`config.mk`:
```
export PLATFORM = sky130hd
export DESIGN_NAME = btn_cmd_encoder_flat
export DESIGN_NICKNAME = d
export VERILOG_FILES = /design/src/rtl/btn_cmd_encoder_pkg.sv /design/src/rtl/btn_cmd_encoder_if.sv /design/src/rtl/btn_cmd_encoder_debounce.sv /design/src/rtl/btn_cmd_encoder.sv /design/src/flat_wrapper.sv
export SDC_FILE = /design/constraint.sdc
export NUM_CORES = 1
export LEC_CHECK = 0
export CAP_MARGIN = 25
export CORE_AREA = 2 2 86 88
export CTS_BUF_LIST = sky130_fd_sc_hd__clkbuf_16
export DETAILED_ROUTE_END_ITERATION = 8
export DIE_AREA = 0 0 88 90
export GPL_TIMING_DRIVEN = 0
export HOLD_SLACK_MARGIN = 0.12
export PLACE_DENSITY_LB_ADDON = 0.05
export SYNTH_ARGS = -nofsm -noshare
export SYNTH_HDL_FRONTEND = slang
export SYNTH_SLANG_ARGS = --single-unit
```
`constraint.sdc`:
```
create_clock -name clk -period 6.95 [get_ports clk]
set_input_delay 1.0425 -clock clk [delete_from_list [all_inputs] [get_ports clk]]
set_output_delay 1.0425 -clock clk [all_outputs]
set_load 0.1 [all_outputs]
```
`src/rtl/btn_cmd_encoder_pkg.sv`:
```
// ----------------------------------------------------------------------------
// disp_pkg : shared types and default constants for btn_cmd_encoder. Rev 1.0
// ----------------------------------------------------------------------------
`default_nettype none

package disp_pkg;

   typedef enum logic [1:0] {
      CMD_NONE = 2'b00,
      CMD_F    = 2'b01,
      CMD_C    = 2'b10,
      CMD_BOTH = 2'b11
   } cmd_t;

   typedef enum logic [1:0] {
      IDLE  = 2'b00,
      ARMED = 2'b01,
      EMIT  = 2'b10
   } latch_state_t;

   localparam int DB_CYCLES_DEF     = 50_000;
   localparam int WINDOW_CYCLES_DEF = 100_000_000;

endpackage

`default_nettype wire

```
`src/rtl/btn_cmd_encoder_if.sv`:
```
// ----------------------------------------------------------------------------
// btn_cmd_encoder_if : raw buttons in, command code and strobe out. Rev 1.0
// ----------------------------------------------------------------------------
`default_nettype none

interface btn_cmd_encoder_if;
   import disp_pkg::*;

   logic btn_f;
   logic btn_c;
   cmd_t in;
   logic enb2s;

   modport master (output btn_f, output btn_c, input in, input enb2s);
   modport slave  (input btn_f, input btn_c, output in, output enb2s);

endinterface

`default_nettype wire

```
`src/rtl/btn_cmd_encoder_debounce.sv`:
```
// ----------------------------------------------------------------------------
// btn_debounce : two-flop synchroniser, counter debounce, one-cycle press pulse. Rev 1.0
// ----------------------------------------------------------------------------
`default_nettype none

module btn_debounce #(
   parameter int DB_CYCLES = 50_000
) (
   input  wire logic clk,
   input  wire logic rst,
   input  wire logic raw,
   output logic      lvl,
   output logic      prs
);

   localparam int DBW = (DB_CYCLES > 2) ? $clog2(DB_CYCLES) : 1;

   logic           sync1;
   logic           sync2;
   logic           lvl_d;
   logic [DBW-1:0] dbc;

   always_ff @(posedge clk or posedge rst) begin
      if (rst) begin
         sync1 <= 1'b0;
         sync2 <= 1'b0;
         lvl   <= 1'b0;
         lvl_d <= 1'b0;
         prs   <= 1'b0;
         dbc   <= '0;
      end else begin
         sync1 <= raw;
         sync2 <= sync1;
         lvl_d <= lvl;
         prs   <= lvl & ~lvl_d;
         // Any disagreement resets nothing; only agreement clears the run length.
         if (sync2 == lvl) begin
            dbc <= '0;
         end else if (dbc == DBW'(DB_CYCLES - 1)) begin
            lvl <= sync2;
            dbc <= '0;
         end else begin
            dbc <= dbc + 1'b1;
         end
      end
   end

endmodule

`default_nettype wire

```
`src/rtl/btn_cmd_encoder.sv`:
```
// ----------------------------------------------------------------------------
// btn_cmd_encoder : debounced button presses collected per window into a strobed code. Rev 1.0
// ----------------------------------------------------------------------------
`default_nettype none

module btn_cmd_encoder
   import disp_pkg::*;
#(
   parameter int DB_CYCLES     = DB_CYCLES_DEF,
   parameter int WINDOW_CYCLES = WINDOW_CYCLES_DEF
) (
   input wire logic          clk,
   input wire logic          rst,
   btn_cmd_encoder_if.slave  bus
);

   localparam int WW = $clog2(WINDOW_CYCLES);

   logic [WW-1:0] wcnt;
   logic          tc;
   logic          prs_f;
   logic          prs_c;
   logic [1:0]    prs_vec;
   logic [1:0]    unused_lvl;

   latch_state_t  state;
   latch_state_t  state_n;
   logic [1:0]    pend;
   logic [1:0]    pend_n;
   cmd_t          in_r;
   cmd_t          in_n;
   logic          enb2s_r;
   logic          enb2s_n;

   btn_debounce #(.DB_CYCLES(DB_CYCLES)) u_deb_f (
      .clk (clk),
      .rst (rst),
      .raw (bus.btn_f),
      .lvl (unused_lvl[0]),
      .prs (prs_f)
   );

   btn_debounce #(.DB_CYCLES(DB_CYCLES)) u_deb_c (
      .clk (clk),
      .rst (rst),
      .raw (bus.btn_c),
      .lvl (unused_lvl[1]),
      .prs (prs_c)
   );

   assign prs_vec = {prs_c, prs_f};
   assign tc      = (wcnt == WW'(WINDOW_CYCLES - 1));

   always_ff @(posedge clk or posedge rst) begin
      if (rst) begin
         wcnt    <= '0;
         state   <= IDLE;
         pend    <= 2'b00;
         in_r    <= CMD_NONE;
         enb2s_r <= 1'b0;
      end else begin
         wcnt    <= tc ? '0 : wcnt + 1'b1;
         state   <= state_n;
         pend    <= pend_n;
         in_r    <= in_n;
         enb2s_r <= enb2s_n;
      end
   end

   always_comb begin
      state_n = state;
      pend_n  = pend;
      in_n    = in_r;
      enb2s_n = 1'b0;
      case (state)
         IDLE: begin
            pend_n = pend | prs_vec;
            if (prs_vec != 2'b00) state_n = ARMED;
         end
         ARMED: begin
            pend_n = pend | prs_vec;
         end
         EMIT: begin
            // A press landing in the strobe cycle seeds the next window.
            pend_n  = prs_vec;
            state_n = (prs_vec != 2'b00) ? ARMED : IDLE;
         end
         default: begin
            pend_n  = 2'b00;
            state_n = IDLE;
         end
      endcase
      // WINDOW_CYCLES >= 4 keeps tc away from the EMIT cycle.
      if (tc) begin
         in_n    = cmd_t'(pend | prs_vec);
         enb2s_n = 1'b1;
         state_n = EMIT;
      end
   end

   assign bus.in    = in_r;
   assign bus.enb2s = enb2s_r;

endmodule

`default_nettype wire
```
`src/flat_wrapper.sv`:
```
// flat-port wrapper written by rule: the top's interface ports become plain ports
module btn_cmd_encoder_flat import disp_pkg::*;
#(
   parameter int DB_CYCLES     = DB_CYCLES_DEF,
   parameter int WINDOW_CYCLES = WINDOW_CYCLES_DEF
)
  (clk, rst, bus_btn_f, bus_btn_c, bus_in, bus_enb2s);
  btn_cmd_encoder_if bus_i ();
  input wire logic clk;
  input wire logic rst;
  input wire logic [$bits(bus_i.btn_f)-1:0] bus_btn_f;
  input wire logic [$bits(bus_i.btn_c)-1:0] bus_btn_c;
  output wire logic [$bits(bus_i.in)-1:0] bus_in;
  output wire logic [$bits(bus_i.enb2s)-1:0] bus_enb2s;
  assign bus_i.btn_f = bus_btn_f;
  assign bus_i.btn_c = bus_btn_c;
  assign bus_in = bus_i.in;
  assign bus_enb2s = bus_i.enb2s;
  btn_cmd_encoder #(.DB_CYCLES(DB_CYCLES), .WINDOW_CYCLES(WINDOW_CYCLES)) u_core (.clk(clk), .rst(rst), .bus(bus_i));
endmodule
```
==> metrics.md, run 1 <==
| Metric | Value |
|---|---|
| Outcome | finished, final reports clean |
| Synth cell types | 41 |
| Synth top area share | 0.553 |
| Share of cells above drive strength 1 | 0.0706 |
| Vias | between 2000 and 2500 |
| FP Rows | 31 |
| Io pins | 7 |
| Starting DRC count in detailed routing | between 80 and 90 |
| Post-layout nets | between 300 and 400 |
| R2R Path End | u_core.bus.in[0] |
| Syn nets | approximately 340 |
| Root buffer cell | clkbuf_16 |
| Primary FF master, synth | dfrtp_1 |
| Drt wl/cell | between 10 and 15 um |
| Slew @ Worst Pin | around 980 ps |
| H-tree lvl count | 3 |
| Max_cap viols | 0 |
| Synth cell count leaders | dfrtp_1, nor2_1, xnor2_1, nand2_1, nand3_1 |
| Initial antenna violation count | 0 |
| Num CTS Buffers | 9 |
| CP arrival | 1840 ps |
| Min-delay src | u_core.u_deb_f.sync1 |
| Reg2Reg Depth | 7 |
| Synth Register Bits | 76 |
| Required time worst endpoint | between 5000 and 6000 ps |
| Worst vdd ir | 0.141 mV |
| Slowest-stage cell, CP | clkdlybuf4s50_1 |
| Post-synth ARST share | 1.00 |
| Worst path top cell family by delay | buffers and inverters |
| # diodes | 0 |
| Setup TNS | 0 ps |
| Crit share post-route | 0.415 |
| YS warnings | 0 |
| Worst Hold End | u_core.u_deb_f.sync2 |
| Worst-Skew Late Latency | 330 ps |
| Inst Count DP | around 440 |
| PostCTS Resize Cnt | 0 |
| CP Capture Type | primary output |
| CTS Hold Bufs | 0 |
| GPL Wtd Cong | ~0.8 |
| Synth Area per Inst | about 10 um^2 |
| Die Ht | approximately 90 um |
| Fill count | between 600 and 700 |
| DR pass1 iterations | 4 |
| Slew margin rel. | 0.341 |
| Clk sinks | 76 |
| Cells taking the most area after synthesis | dfrtp_1, xnor2_1, nor2_1, xor2_1, nand3_1 |
| Fmax | ~350 MHz |
| RSZ-0062 raised after global routing | false |
| DRT antenna net count | 0 |
| Total congestion overflow | 0 |
| Width of the die | 88 um |
| EDFF count, synth | 0 |
| Mapped Area | ~3400 um^2 |
| Syn Inst Count | ~330 |
| Finished Layout Cells | between 400 and 500 |
| Min Tclk post-route | ~2900 ps |
| WS Path Type | flop to primary output |
| P&R area growth vs syn | 14.5% |
| CTS tree | yes |
| Dominant cell type by area after synthesis | dfrtp_1 |
| CTS clock-pin slew for the worst setup and hold paths | 50 ps |
| Post-CTS setup buffer count | 0 |
| Vias per cell | about 5 |
| FF-to-FF Start | u_core.wcnt[16] |
| # setup viols final | 0 |
| Flop-to-flop setup slack | between 5000 and 6000 ps |
| Drt drc | 0 |
| Clock skew | slightly below 7 ps |
| Port bufs | 6 |
| Count leader, synth | dfrtp_1 |
| Max FO, Critical Path | 2 |
| WHS Path Cells | 0 |
| Initial Util | 0.490 |
| Largest net degree at the start of global routing | 59 |
| WL final | around 6.0 mm |
| WP buf/inv | 1 |
| Leak | roughly 0.0018 uW |
| First-pass GRT wire length | 10.8 mm |
| DP Wirelength | 3.98 mm |
| Max incr delay on CP | approximately 1100 ps |
| Vias in the first global route | approximately 2300 |
| Global-route usage over all layers | 0.175 |
| Worst Setup Start Kind | flop |
| Worst-path cell chain | clkdlybuf4s50_1 |
| Sequential area share after synthesis | 0.553 |
| Slew Viols, Final | 0 |
| Power density cells | between 200 and 250 nW/um^2 |
| Bufs on Longest Clock Path | 2 |
| Placeable Area | 7020 um^2 |
| Final Hold Vio Count | 0 |
| Area of the die | roughly 8000 um^2 |
| Class of the worst hold path | flop to flop |
[report_power, final]
group / internal (uW) / switching, uW / leakage [uW]
clock: 273 / 170 / 0.000141
sequential: 447 / 2.82 / 0.00103
combinational: 6.35 / 13.6 / 0.000597
total: 726 / 186 / 0.00177
[layout by cell type, fill, tap and decap left out, types with 2 or more instances in the layout]
cell type / instances
nor4b_1: 2
or4_1: 3
o21ai_0: 7
mux2i_1: 3
nand2_1: 25
a21o_1: 2
clkbuf_1: 2
dfrtp_1: 76
mux2_2: 2
nand3_1: 25
clkinv_2: 2
inv_1: 14
clkbuf_16: 9
nor4_1: 3
and4_1: 4
or3_1: 3
o22ai_1: 2
ha_1: 3
nor3_1: 12
xnor2_1: 28
xor2_1: 18
and3_1: 9
nor2_1: 56
a21oi_1: 3
nand4_1: 10
clkinv_1: 2
clkdlybuf4s50_1: 6
nor2b_1: 2
[sequential cells by signal (all words and copies together), names as in the netlist, 2 cells and up]
name,cells
u_core.u_deb_c.dbc,16
u_core.pend,2
u_core.state,2
u_core.bus.in,2
u_core.wcnt,27
u_core.u_deb_f.dbc,16
[layout make-up]
class | count | area, um^2 | area share
flip-flops and latches | 76 | 1900 | 0.483
multi-input cells | 236 | 1440 | 0.366
clock buffers | 9 | 225 | 0.0572
well taps | 99 | 124 | 0.0315
repair buffers | 7 | 87.6 | 0.0222
clock inverters | 7 | 58.8 | 0.0149
inverters | 14 | 55.1 | 0.0140
plain buffers | 5 | 43.8 | 0.0111
[metrics by stage]
step                 util  hold slack (ps)  area, um^2  total power, uW  worst slack [ps]
detailed placement  0.520              341        3650              479              4400
global placement    0.516              336        3620              476              2680
global route        0.561              356        3940              949              4010
floorplan               -              331        3440              469              3970
CTS                 0.561              354        3940              927              4040
finish              0.561              349        3940              912              4070
[layer usage]
metal / routed length, um / up-vias / GRT usage
li1: - / 1156 / -
met1: 2960 / 1079 / 0.248
met2: 2760 / 29 / 0.251
met3: 201 / 4 / 0.0579
met4: 42 / 0 / 0.0577
met5: 0 / - / 0
[worst max-delay path by stage]
stage                          start               end  cells past startpoint
finish              u_core.bus.in[0]         bus_in[0]                      1
global route        u_core.bus.in[1]         bus_in[1]                      1
CTS                 u_core.bus.in[0]         bus_in[0]                      1
detailed placement  u_core.bus.in[0]         bus_in[0]                      1
global placement                 rst    u_core.wcnt[3]                      2
floorplan                        rst  u_core.bus.enb2s                      1
[worst register-to-register path: stages (launching register included)]
cell and delay, ps:
dfrtp_1 440, nand3_1 120, or4_1 420, or2_1 250, buf_6 150, nor2_8 120
buf_12 140, mux2i_1 170
[cell families (layout without fill, tap and decap cells)]
logic type | after synthesis | after routing | share of synthesized area
compound gates | 18 | 18 | 0.0320
xor+xnor | 46 | 46 | 0.117
fa+ha+maj | 3 | 3 | 0.0109
buf+inv | 19 | 42 | 0.0280
flops | 76 | 76 | 0.553
mux | 5 | 5 | 0.0153
simple gates | 164 | 164 | 0.244
(Power assumes the default switching activity.)
==> run 2: changes to the inputs <==
- clock period: 6.95 -> 2.4 ns (I/O delays scaled with it)
==> results of run 2 <==
Same layout as run 1 (identical final DEF). Status: finished, final reports clean.
Among the figures that moved: setup slack after placement 4400 ps -> 529 ps; setup slack after layout 4070 ps -> 201 ps; hold slack 349 ps -> 330 ps; register-to-register setup slack 5060 ps -> 510 ps; total power 912 uW -> 2640 uW; worst IR drop on VDD 0.141 mV -> 0.410 mV
